File: config.mk
export PLATFORM = sky130hd
export DESIGN_NAME = multi_port_mem_arbiter
export DESIGN_NICKNAME = d
export VERILOG_FILES = /design/src/rtl/multi_port_mem_arbiter.sv
export SDC_FILE = /design/constraint.sdc
export NUM_CORES = 1
export LEC_CHECK = 0
export ABC_AREA = 1
export CAP_MARGIN = 10
export CORE_AREA = 2 2 309 311
export DETAILED_ROUTE_END_ITERATION = 8
export DIE_AREA = 0 0 311 313
export SYNTH_ARGS = -nofsm -noshare
export SYNTH_HDL_FRONTEND = slang
export SYNTH_SLANG_ARGS = --single-unit
File: constraint.sdc
create_clock -name clk -period 4.8 [get_ports clk]
set_clock_uncertainty 0.1 [all_clocks]
set_input_delay 1.2 -clock clk [delete_from_list [all_inputs] [get_ports clk]]
set_output_delay 1.2 -clock clk [all_outputs]
set_load 0.01 [all_outputs]
File: src/rtl/multi_port_mem_arbiter.sv
// Round-robin sharing of one serial-tagged memory port among NUM_PORTS cores.
// Downstream serials are mapped back to the issuing port and its local serial via tag tables.
module multi_port_mem_arbiter #(
    parameter int NUM_PORTS = 2,
    parameter int ADDR_W    = 32,
    parameter int DATA_W    = 128,
    parameter int RSERIAL_W = 4,
    parameter int WSERIAL_W = 4
) (
    input  logic                           clk,
    input  logic                           rst,
    input  logic [NUM_PORTS*ADDR_W-1:0]    upAddr,
    input  logic [NUM_PORTS*DATA_W-1:0]    upWriteData,
    input  logic [NUM_PORTS-1:0]           upRE,
    input  logic [NUM_PORTS-1:0]           upWE,
    output logic [NUM_PORTS-1:0]           upReadBusy,
    output logic [NUM_PORTS-1:0]           upWriteBusy,
    output logic [NUM_PORTS*RSERIAL_W-1:0] upNextReadSerial,
    output logic [NUM_PORTS*WSERIAL_W-1:0] upNextWriteSerial,
    output logic [NUM_PORTS-1:0]           upReadDataReady,
    output logic [DATA_W-1:0]              upReadData,
    output logic [RSERIAL_W-1:0]           upReadSerial,
    output logic [NUM_PORTS-1:0]           upWriteAck,
    output logic [WSERIAL_W-1:0]           upWriteAckSerial,
    output logic [ADDR_W-1:0]              memAddr,
    output logic [DATA_W-1:0]              memWriteData,
    output logic                           memRE,
    output logic                           memWE,
    input  logic                           memReadBusy,
    input  logic                           memWriteBusy,
    input  logic [RSERIAL_W-1:0]           memNextReadSerial,
    input  logic [WSERIAL_W-1:0]           memNextWriteSerial,
    input  logic                           memReadDataReady,
    input  logic [DATA_W-1:0]              memReadData,
    input  logic [RSERIAL_W-1:0]           memReadSerial,
    input  logic                           memWriteAckValid,
    input  logic [WSERIAL_W-1:0]           memWriteAckSerial,
    output logic                           tagError
);
    localparam int PORT_W = $clog2(NUM_PORTS);
    localparam int RDEPTH = 2 ** RSERIAL_W;
    localparam int WDEPTH = 2 ** WSERIAL_W;

    logic [PORT_W-1:0]    rrPtr_q;
    logic [RSERIAL_W-1:0] nextRS_q [NUM_PORTS];
    logic [WSERIAL_W-1:0] nextWS_q [NUM_PORTS];

    logic [RDEPTH-1:0]    rtValid_q, rtValid_d;
    logic [PORT_W-1:0]    rtPort_q   [RDEPTH];
    logic [RSERIAL_W-1:0] rtSerial_q [RDEPTH];
    logic [WDEPTH-1:0]    wtValid_q, wtValid_d;
    logic [PORT_W-1:0]    wtPort_q   [WDEPTH];
    logic [WSERIAL_W-1:0] wtSerial_q [WDEPTH];

    logic [NUM_PORTS-1:0] rdRdy_q, rdRdy_d, wrAck_q, wrAck_d;
    logic [DATA_W-1:0]    rdData_q;
    logic [RSERIAL_W-1:0] rdSer_q;
    logic [WSERIAL_W-1:0] wrSer_q;
    logic                 tagError_q, tagError_d;

    logic                 rdBlocked, wrBlocked, grantVld, acceptRd, acceptWr, rdHit, wrHit;
    logic [NUM_PORTS-1:0] eligible, grant;
    logic [PORT_W-1:0]    grantIdx;

    always_comb begin
        int idx;
        idx       = 0;
        rdBlocked = memReadBusy | rtValid_q[memNextReadSerial];
        wrBlocked = memWriteBusy | wtValid_q[memNextWriteSerial];
        eligible  = '0;
        grantVld  = 1'b0;
        grantIdx  = '0;
        for (int i = 0; i < NUM_PORTS; i++)
            eligible[i] = upRE[i] ? ~rdBlocked : (upWE[i] & ~wrBlocked);
        // Nothing is granted while reset is held, so every port reports busy.
        if (rst) begin
            for (int k = 0; k < NUM_PORTS; k++) begin
                idx = (int'(rrPtr_q) + k) % NUM_PORTS;
                if (!grantVld && eligible[idx]) begin
                    grantVld = 1'b1;
                    grantIdx = PORT_W'(idx);
                end
            end
        end
    end

    assign grant       = grantVld ? (NUM_PORTS'(1) << grantIdx) : '0;
    assign upReadBusy  = ~grant;
    assign upWriteBusy = ~grant;
    assign acceptRd    = grantVld & upRE[grantIdx];
    assign acceptWr    = grantVld & ~upRE[grantIdx] & upWE[grantIdx];
    assign memRE       = acceptRd;
    assign memWE       = acceptWr;

    always_comb begin
        memAddr      = '0;
        memWriteData = '0;
        if (grantVld) begin
            memAddr      = upAddr[int'(grantIdx)*ADDR_W +: ADDR_W];
            memWriteData = upWriteData[int'(grantIdx)*DATA_W +: DATA_W];
        end
        for (int i = 0; i < NUM_PORTS; i++) begin
            upNextReadSerial[i*RSERIAL_W +: RSERIAL_W]  = nextRS_q[i];
            upNextWriteSerial[i*WSERIAL_W +: WSERIAL_W] = nextWS_q[i];
        end
    end

    // Free before allocate: an accept never targets a valid entry, so the two indices differ.
    always_comb begin
        rdHit      = memReadDataReady & rtValid_q[memReadSerial];
        wrHit      = memWriteAckValid & wtValid_q[memWriteAckSerial];
        rdRdy_d    = '0;
        wrAck_d    = '0;
        rtValid_d  = rtValid_q;
        wtValid_d  = wtValid_q;
        tagError_d = tagError_q | (memReadDataReady & ~rtValid_q[memReadSerial])
                                | (memWriteAckValid & ~wtValid_q[memWriteAckSerial]);
        if (rdHit) begin
            rdRdy_d[rtPort_q[memReadSerial]] = 1'b1;
            rtValid_d[memReadSerial]         = 1'b0;
        end
        if (wrHit) begin
            wrAck_d[wtPort_q[memWriteAckSerial]] = 1'b1;
            wtValid_d[memWriteAckSerial]         = 1'b0;
        end
        if (acceptRd) rtValid_d[memNextReadSerial]  = 1'b1;
        if (acceptWr) wtValid_d[memNextWriteSerial] = 1'b1;
    end

    always_ff @(posedge clk or negedge rst) begin
        if (!rst) begin
            rrPtr_q    <= '0;
            rtValid_q  <= '0;
            wtValid_q  <= '0;
            rdRdy_q    <= '0;
            wrAck_q    <= '0;
            rdData_q   <= '0;
            rdSer_q    <= '0;
            wrSer_q    <= '0;
            tagError_q <= 1'b0;
            for (int i = 0; i < NUM_PORTS; i++) begin
                nextRS_q[i] <= '0;
                nextWS_q[i] <= '0;
            end
        end else begin
            if (grantVld)
                rrPtr_q <= (grantIdx == PORT_W'(NUM_PORTS - 1)) ? '0 : grantIdx + PORT_W'(1);
            if (acceptRd) nextRS_q[grantIdx] <= nextRS_q[grantIdx] + RSERIAL_W'(1);
            if (acceptWr) nextWS_q[grantIdx] <= nextWS_q[grantIdx] + WSERIAL_W'(1);
            rtValid_q  <= rtValid_d;
            wtValid_q  <= wtValid_d;
            rdRdy_q    <= rdRdy_d;
            wrAck_q    <= wrAck_d;
            tagError_q <= tagError_d;
            if (rdHit) begin
                rdData_q <= memReadData;
                rdSer_q  <= rtSerial_q[memReadSerial];
            end
            if (wrHit) wrSer_q <= wtSerial_q[memWriteAckSerial];
        end
    end

    // Table payload is only meaningful under its valid bit, so it needs no reset.
    always_ff @(posedge clk) begin
        if (acceptRd) begin
            rtPort_q[memNextReadSerial]   <= grantIdx;
            rtSerial_q[memNextReadSerial] <= nextRS_q[grantIdx];
        end
        if (acceptWr) begin
            wtPort_q[memNextWriteSerial]   <= grantIdx;
            wtSerial_q[memNextWriteSerial] <= nextWS_q[grantIdx];
        end
    end

    assign upReadDataReady  = rdRdy_q;
    assign upReadData       = rdData_q;
    assign upReadSerial     = rdSer_q;
    assign upWriteAck       = wrAck_q;
    assign upWriteAckSerial = wrSer_q;
    assign tagError         = tagError_q;

endmodule
Yosys cells after proc, flatten, opt, wreduce, memory -nomap -nowiden
Memory sizes are Yosys's and may differ from the RTL's. A register that Yosys moved wholly into a read port is not among the register bits.
Index checks and enable logic that the tools add are counted.
W data, S select, Z words.
Cells by class
  add/subtract/negate cells: 4
  multipliers: 0
  divide/modulo/power cells: 0
  magnitude comparators: 17
  equal/unequal tests: 0
  shifts and indexed selects: 3
  multiplexer cells: 62
  bitwise gates (word level): 27
  reductions and logical operators: 11
Operators by type and width (count)
  $shiftx A256 B9 Y128: 1
  $mux W128: 1
  $mux W16: 4
  $shiftx A64 B7 Y32: 1
  $mux W1: 33
  $and A16 B16 Y16: 2
  $mux W32: 1
  $not A16 Y16: 2
  $or A16 B16 Y16: 2
  $mux W4: 7
  $lt A4 B5 Y1 const B: 4
  $bmux W1 S4: 4
  $bwmux W8: 2
  $demux W1 S4: 4
  $ge A4 B1 Y1 const B: 4
  $and A1 B1 Y1: 9
  $add A4 B1 Y4 const B: 2
  $logic_and A1 B1 Y1: 8
  $lt A1 B2 Y1 const B: 4
  $mux W2: 3
  $not A1 Y1: 5
  $demux W4 S1: 1
  $or A1 B1 Y1: 4
  $logic_not A1 Y1: 3
  other kinds (10): 13
Storage, ports and cells
  flip-flop bits (word level): 182
  bits in latches: 0
  memory bits (writable): 160
  ROM bits: 0
  bits of input ports: 474
  memories: 4
Memories
  rtSerial_q: words 16, bits a word 4, read ports 1, clocked after Yosys merged registers in 1, wr ports 1, RTL line 50  | logic [RSERIAL_W-1:0] rtSerial_q [RDEPTH];
  wtSerial_q: words 16, bits a word 4, read ports 1, clocked after Yosys merged registers in 1, wr ports 1, RTL line 53  | logic [WSERIAL_W-1:0] wtSerial_q [WDEPTH];
  rtPort_q: words 16, bits a word 1, read ports 1, clocked after Yosys merged registers in 0, wr ports 1, RTL line 49  | logic [PORT_W-1:0] rtPort_q [RDEPTH];
  wtPort_q: words 16, bits a word 1, read ports 1, clocked after Yosys merged registers in 0, wr ports 1, RTL line 52  | logic [PORT_W-1:0] wtPort_q [WDEPTH];

Depth between registers and ports, before layout
  depth in word-level cells: 21
  gate-level depth with buffers: 20

Worst setup path before layout
Ideal clock, no wire load.
  path kind: input port to output port
  start: input memNextWriteSerial[0]
  end: output memAddr[31]
  arrival: 3.048 ns
  required time: 3.500 ns
  setup slack: 0.452 ns
  stages: 15
  path buffers: 2
  cells stage by stage: buf_4 -> nand2_1 -> inv_2 -> nand2_1 -> nand2_1 -> nor2_1 -> nor2_1 -> nor2_1 -> nand3_2 -> a21oi_4 -> nand2_4 -> inv_4 -> buf_2 -> nor2_1 -> nor2_1
On the way
  word-level cells in the longest chain between the ends: 16
  elaborated cells between the ends (all ways): 24
  classes of those cells: shift: 1; mux: 17; bitwise: 4; reduce/logical: 2
Ends and longest elaborated chain
  from (decl): RTL line 32  | input logic [WSERIAL_W-1:0] memNextWriteSerial,
  $bmux W1 S4 (*): RTL line 69  | wrBlocked = memWriteBusy | wtValid_q[memNextWriteSerial];
  $mux W1 (not written as such) (*): RTL line 69
  $or A1 B1 Y1 (*): RTL line 69
  $not A1 Y1 (*): RTL line 74  | eligible[i] = upRE[i] ? ~rdBlocked : (upWE[i] & ~wrBlocked);
  $and A1 B1 Y1: RTL line 74
  $mux W1: RTL line 74
  $mux W1 (not written as such) (2 in series): RTL line 79  | if (!grantVld && eligible[idx]) begin
  $mux W1: RTL line 79
  $mux W1: RTL line 76  | if (rst) begin
  $logic_not A1 Y1: RTL line 79
  $logic_and A1 B1 Y1: RTL line 79
  $mux W1 (*): RTL line 79
  $mux W1 (*): RTL line 76
  named net grantIdx: RTL line 63  | logic [PORT_W-1:0] grantIdx;
  $shiftx A64 B7 Y32 (*): RTL line 99  | memAddr = upAddr[int'(grantIdx)*ADDR_W +: ADDR_W];
  $mux W32 (*): RTL line 98  | if (grantVld) begin
  to (decl): RTL line 25  | output logic [ADDR_W-1:0] memAddr,
Mark *: on every way through the listed nets, which the timed path passes. The rest lies on a longest branch. The select of a mux whose other input is x is not followed.

Worst setup path after layout
  start: input memNextWriteSerial[0]
  end: output memWriteData[3]
On the way
  word-level cells in the longest chain between the ends: 16
  elaborated cells between the ends (all ways): 24
  classes of those cells: shift: 1; mux: 17; bitwise: 4; reduce/logical: 2
Ends and longest elaborated chain
  $bmux W1 S4 (*): RTL line 69
  $mux W1 (not written as such) (*): RTL line 69
  $or A1 B1 Y1 (*): RTL line 69
  $not A1 Y1 (*): RTL line 74
  $and A1 B1 Y1: RTL line 74
  $mux W1: RTL line 74
  $mux W1 (not written as such) (2 in series): RTL line 79
  $mux W1: RTL line 79
  $mux W1: RTL line 76
  $logic_not A1 Y1: RTL line 79
  $logic_and A1 B1 Y1: RTL line 79
  $mux W1: RTL line 79
  $mux W1: RTL line 76
  $shiftx A256 B9 Y128: RTL line 100  | memWriteData = upWriteData[int'(grantIdx)*DATA_W +: DATA_W];
  $mux W128 (*): RTL line 98
  to (decl): RTL line 26  | output logic [DATA_W-1:0] memWriteData,
Every way passes the cells marked *; elsewhere a longest branch is shown, timed or not. The select of a mux whose other input is x is not followed.

==> impl_metrics.csv <==
group,metric,value,unit
logic_synthesis,avgSynthCellArea,10.05,µm²
global_routing,grt.overflow.total,0,
worst_setup_path,cp-start-kind,"input pin",
power,power,0.01252,W
worst_setup_path,crit_chain,"buf_8, buf_6, nand2_2, inv_2, nand2_1, nand2_1, nor2_2, nor2_2, nor2_4, nand3b_1, nand2_2, nand2_4, nand2_4, inv_8, buf_12, buf_16, buf_12, buf_8, a22o_4, buf_12",
logic_synthesis,synth_commonest_cells,"nand2_1, dfrtp_1, edfxtp_1",
detailed_routing,dr.pass1.iters,5,
clocking,clk_latency,570,ps
worst_setup_path,path_class,"in2out",
clocking,numCtsBuffers,42,
placed_design,gp_congestion,0.9719,
timing,setup_ws,-25.90,ps
timing,setup_violations,1,
floorplan,initial_utilization,0.1677,
outcome,violations,"setup timing",
detailed_routing,viasPerCell,4.302,
worst_setup_path,r2r_end,"rtPort_q[5]$_DFFE_PP_",
logic_synthesis,synth_top_area_frac,0.3043,
logic_synthesis,synth.distinct_cells,38,
detailed_routing,drc_errors,0,
logic_synthesis,async_reset_ff_frac,0.5429,
logic_synthesis,synth.most_common_cell,"nand2_1",
min_path,hold_class,"reg2reg",
worst_setup_path,timing.rr.start,"wtValid_q[1]$_DFF_PN0_",
timing,hold_viol_final,0,
clocking,cts.clk_slew.worst_paths,60,ps
worst_setup_path,r2r_slack,1670,ps
clocking,cts_num_sinks,350,
logic_synthesis,synth_mux_area_frac,0,
global_routing,grt_pass1_wl,133600,µm
layout,fin_nets,2975,
floorplan,die_w,311,µm
logic_synthesis,synthTopCellsByArea,"edfxtp_1, dfrtp_1, nand2_1, a22o_1, a22oi_1",
detailed_routing,routed_wl,100200,µm
floorplan,pin_count,797,
clocking,htreeDepth,2,
power,p_leak,12.14,nW
logic_synthesis,synth.net_count,2047,
logic_synthesis,yosysSeqAreaShare,0.6053,
timing,period_minus_slack,4826,ps
placed_design,dp_cells,3696,
power,seq_power_share,0.355,
logic_synthesis,synth_top_area_cell,"edfxtp_1",
clocking,root_buffer,"clkbuf_16",
worst_setup_path,critical_path_required,3500,ps
power,power_switching_share,0.3255,
power,powerDensity,444.2,nW/µm²
logic_synthesis,synth_fa_ha_area_frac,0.0007923,
power,vdd_drop_max,247.9,µV
timing,tightest_slew,855.6,ps
layout,drive_gt1_frac,0.1828,
detailed_routing,via_count,16455,
worst_setup_path,arrival,3530,ps
timing,holdWs,378.1,ps
logic_synthesis,yosys_warnings,0,
min_path,worstHoldStart,"upReadData[85]$_DFFE_PN0P_",
worst_setup_path,startpoint,"memNextWriteSerial[0]",
min_path,holdPathEnd,"upReadData[85]$_DFFE_PN0P_",
outcome,status,"finished, violations left",
power,power.internal,0.008447,W
placed_design,place_hpwl,82350,µm
layout,final_cells,3825,
logic_synthesis,synth_simple_gate_area_frac,0.1810,
power,p_sw,0.004076,W
clocking,ctsLongestPathBuffers,3,
timing,final.period_utilization,1.005,
min_path,holdPathStages,2,
placed_design,port_buffers,796,
floorplan,die_area,97340,µm²
floorplan,die_y,313,µm
worst_setup_path,cpMostUsedCell,"buf_12",
timing,slew_viol_final,0,
worst_setup_path,worst_setup_path_end_kind,"output pin",
job,maxCapViolCount,0,
global_routing,antenna_found_initial,76,
floorplan,core_area,94160,µm²
worst_setup_path,slowest_delay,270,ps
worst_setup_path,cp_slowest_cell,"a22o_4",
timing,slew_headroom,0.4296,
layout,fin_util,0.2994,
power,comb_power_share,0.359,
worst_setup_path,reg2reg_depth,20,
logic_synthesis,synth-edff-count,160,
logic_synthesis,ys_ff_latch,350,
power,clkPwrFrac,0.287,
logic_synthesis,ys.flop_type,"dfrtp_1",
timing,setup_tns,-25.90,ps
worst_setup_path,crit_path_max_fanout,8,
global_routing,grt_pass1_vias,16039,
logic_synthesis,netlist_instances,1572,
global_routing,grt_max_degree,122,
clocking,cts_hold_buf,0,
clocking,cts_tree,"built",
logic_synthesis,synth_compound_area_frac,0.1737,
logic_synthesis,synth_top_family_by_area,"simple AND/OR/NAND/NOR gates",
timing,rsz0062_at_grt,"yes",
timing,max_freq,207.2,MHz
layout,fillers,9931,
layout,area_delta_synth_final,78.54,%
global_routing,grtUsageTotal,0.1978,
logic_synthesis,netlist_area,15790,µm²
detailed_routing,first_iter_violations,1752,
logic_synthesis,synth_xor_xnor_area_share,0.001109,
floorplan,num_rows,113,
detailed_routing,routedWlPerCell,26.20,µm
detailed_routing,ant_nets,0,
area by class of cell:
type	instances	area (µm²)	area share
sequential	350	9559	0.3391
timing repair buffer	971	9325	0.3308
multi-input combinational	1083	5888	0.2088
tap	1265	1583	0.05614
clock buffer	50	1101	0.03905
clock inverter	27	461.7	0.01638
inverter	52	207.7	0.007367
antenna	27	67.56	0.002396
placed cells by master, fill, tap and decap left out, types with 14 or more instances in the layout:
| cell type | instances |
|---|---|
| nand2_1 | 591 |
| buf_6 | 17 |
| nand2_2 | 14 |
| clkbuf_16 | 43 |
| buf_2 | 72 |
| inv_1 | 36 |
| a22oi_1 | 96 |
| o21ai_0 | 36 |
| clkbuf_2 | 41 |
| a22o_1 | 140 |
| diode_2 | 27 |
| a22o_4 | 19 |
| buf_12 | 34 |
| nand3_1 | 25 |
| dlygate4sd2_1 | 14 |
| nor2_1 | 59 |
| dfrtp_1 | 190 |
| edfxtp_1 | 160 |
| clkdlybuf4s15_1 | 16 |
| clkdlybuf4s50_1 | 621 |
| buf_4 | 140 |
| o21ai_1 | 34 |
power by group through the flow:
stage	clock network (W)	registers (W)	logic (W)
finish	0.00359	0.00444	0.00449
global route	0.00379	0.00453	0.00481
CTS	0.00367	0.00443	0.00457
detailed placement	0	0.00448	0.00451
global placement	0	0.00447	0.00447
floorplan	0	0.00469	0.00129
how the worst max path moves through the flow:
stage	to	slack [ps]	depth (start not counted)
floorplan	memAddr[31]	450	15
global placement	memWriteData[30]	-1000	19
detailed placement	memWriteData[16]	-980	19
CTS	memWriteData[18]	-30	19
global route	memWriteData[3]	-100	20
finish	memWriteData[3]	-30	20
layer usage:
layer | routed length (µm) | global-route usage
met5 | 184 | 0
met4 | 6334 | 0.1213
met3 | 9793 | 0.06504
met2 | 46730 | 0.3168
met1 | 37170 | 0.2298
cells by family after synthesis:
group,count (synthesis)
adder cells (fa/ha/maj),1
AND/OR/NAND/NOR,718
buffers and inverters,139
XOR/XNOR,2
AO/OA/AOI/OAI,362
flip-flops,350
worst max-delay path: cells and delay by family:
kind                   cells  cell delay, ps
AO/OA/AOI/OAI              1             270
buffers and inverters      9            1030
AND/OR/NAND/NOR           10             990
sequential cells by signal, summed over array words and instances (netlist names), 4 cells and up:
register	flops
rtPort_q	16
rtSerial_q	64
rtValid_q	16
upNextReadSerial	8
upNextWriteSerial	8
upReadData	128
upReadSerial	4
upWriteAckSerial	4
wtPort_q	16
wtSerial_q	64
wtValid_q	16
through the flow:
step           setup WS, ps  instance area (µm²)
2_1_floorplan         451.8                15790
3_3_place_gp          -1000                26430
3_5_place_dp         -982.9                26430
4_1_cts              -27.99                28400
5_1_grt              -102.3                28170
6_report             -25.90                28190
timing repair:
action | in CTS | in global routing
gates cloned | 7 | 1
buffers inserted | 19 | 5
resized for setup | 471 | 109
endpoints found under the setup margin | 164 | 162
pin swaps | 17 | 16
(Power assumes the default switching activity.)
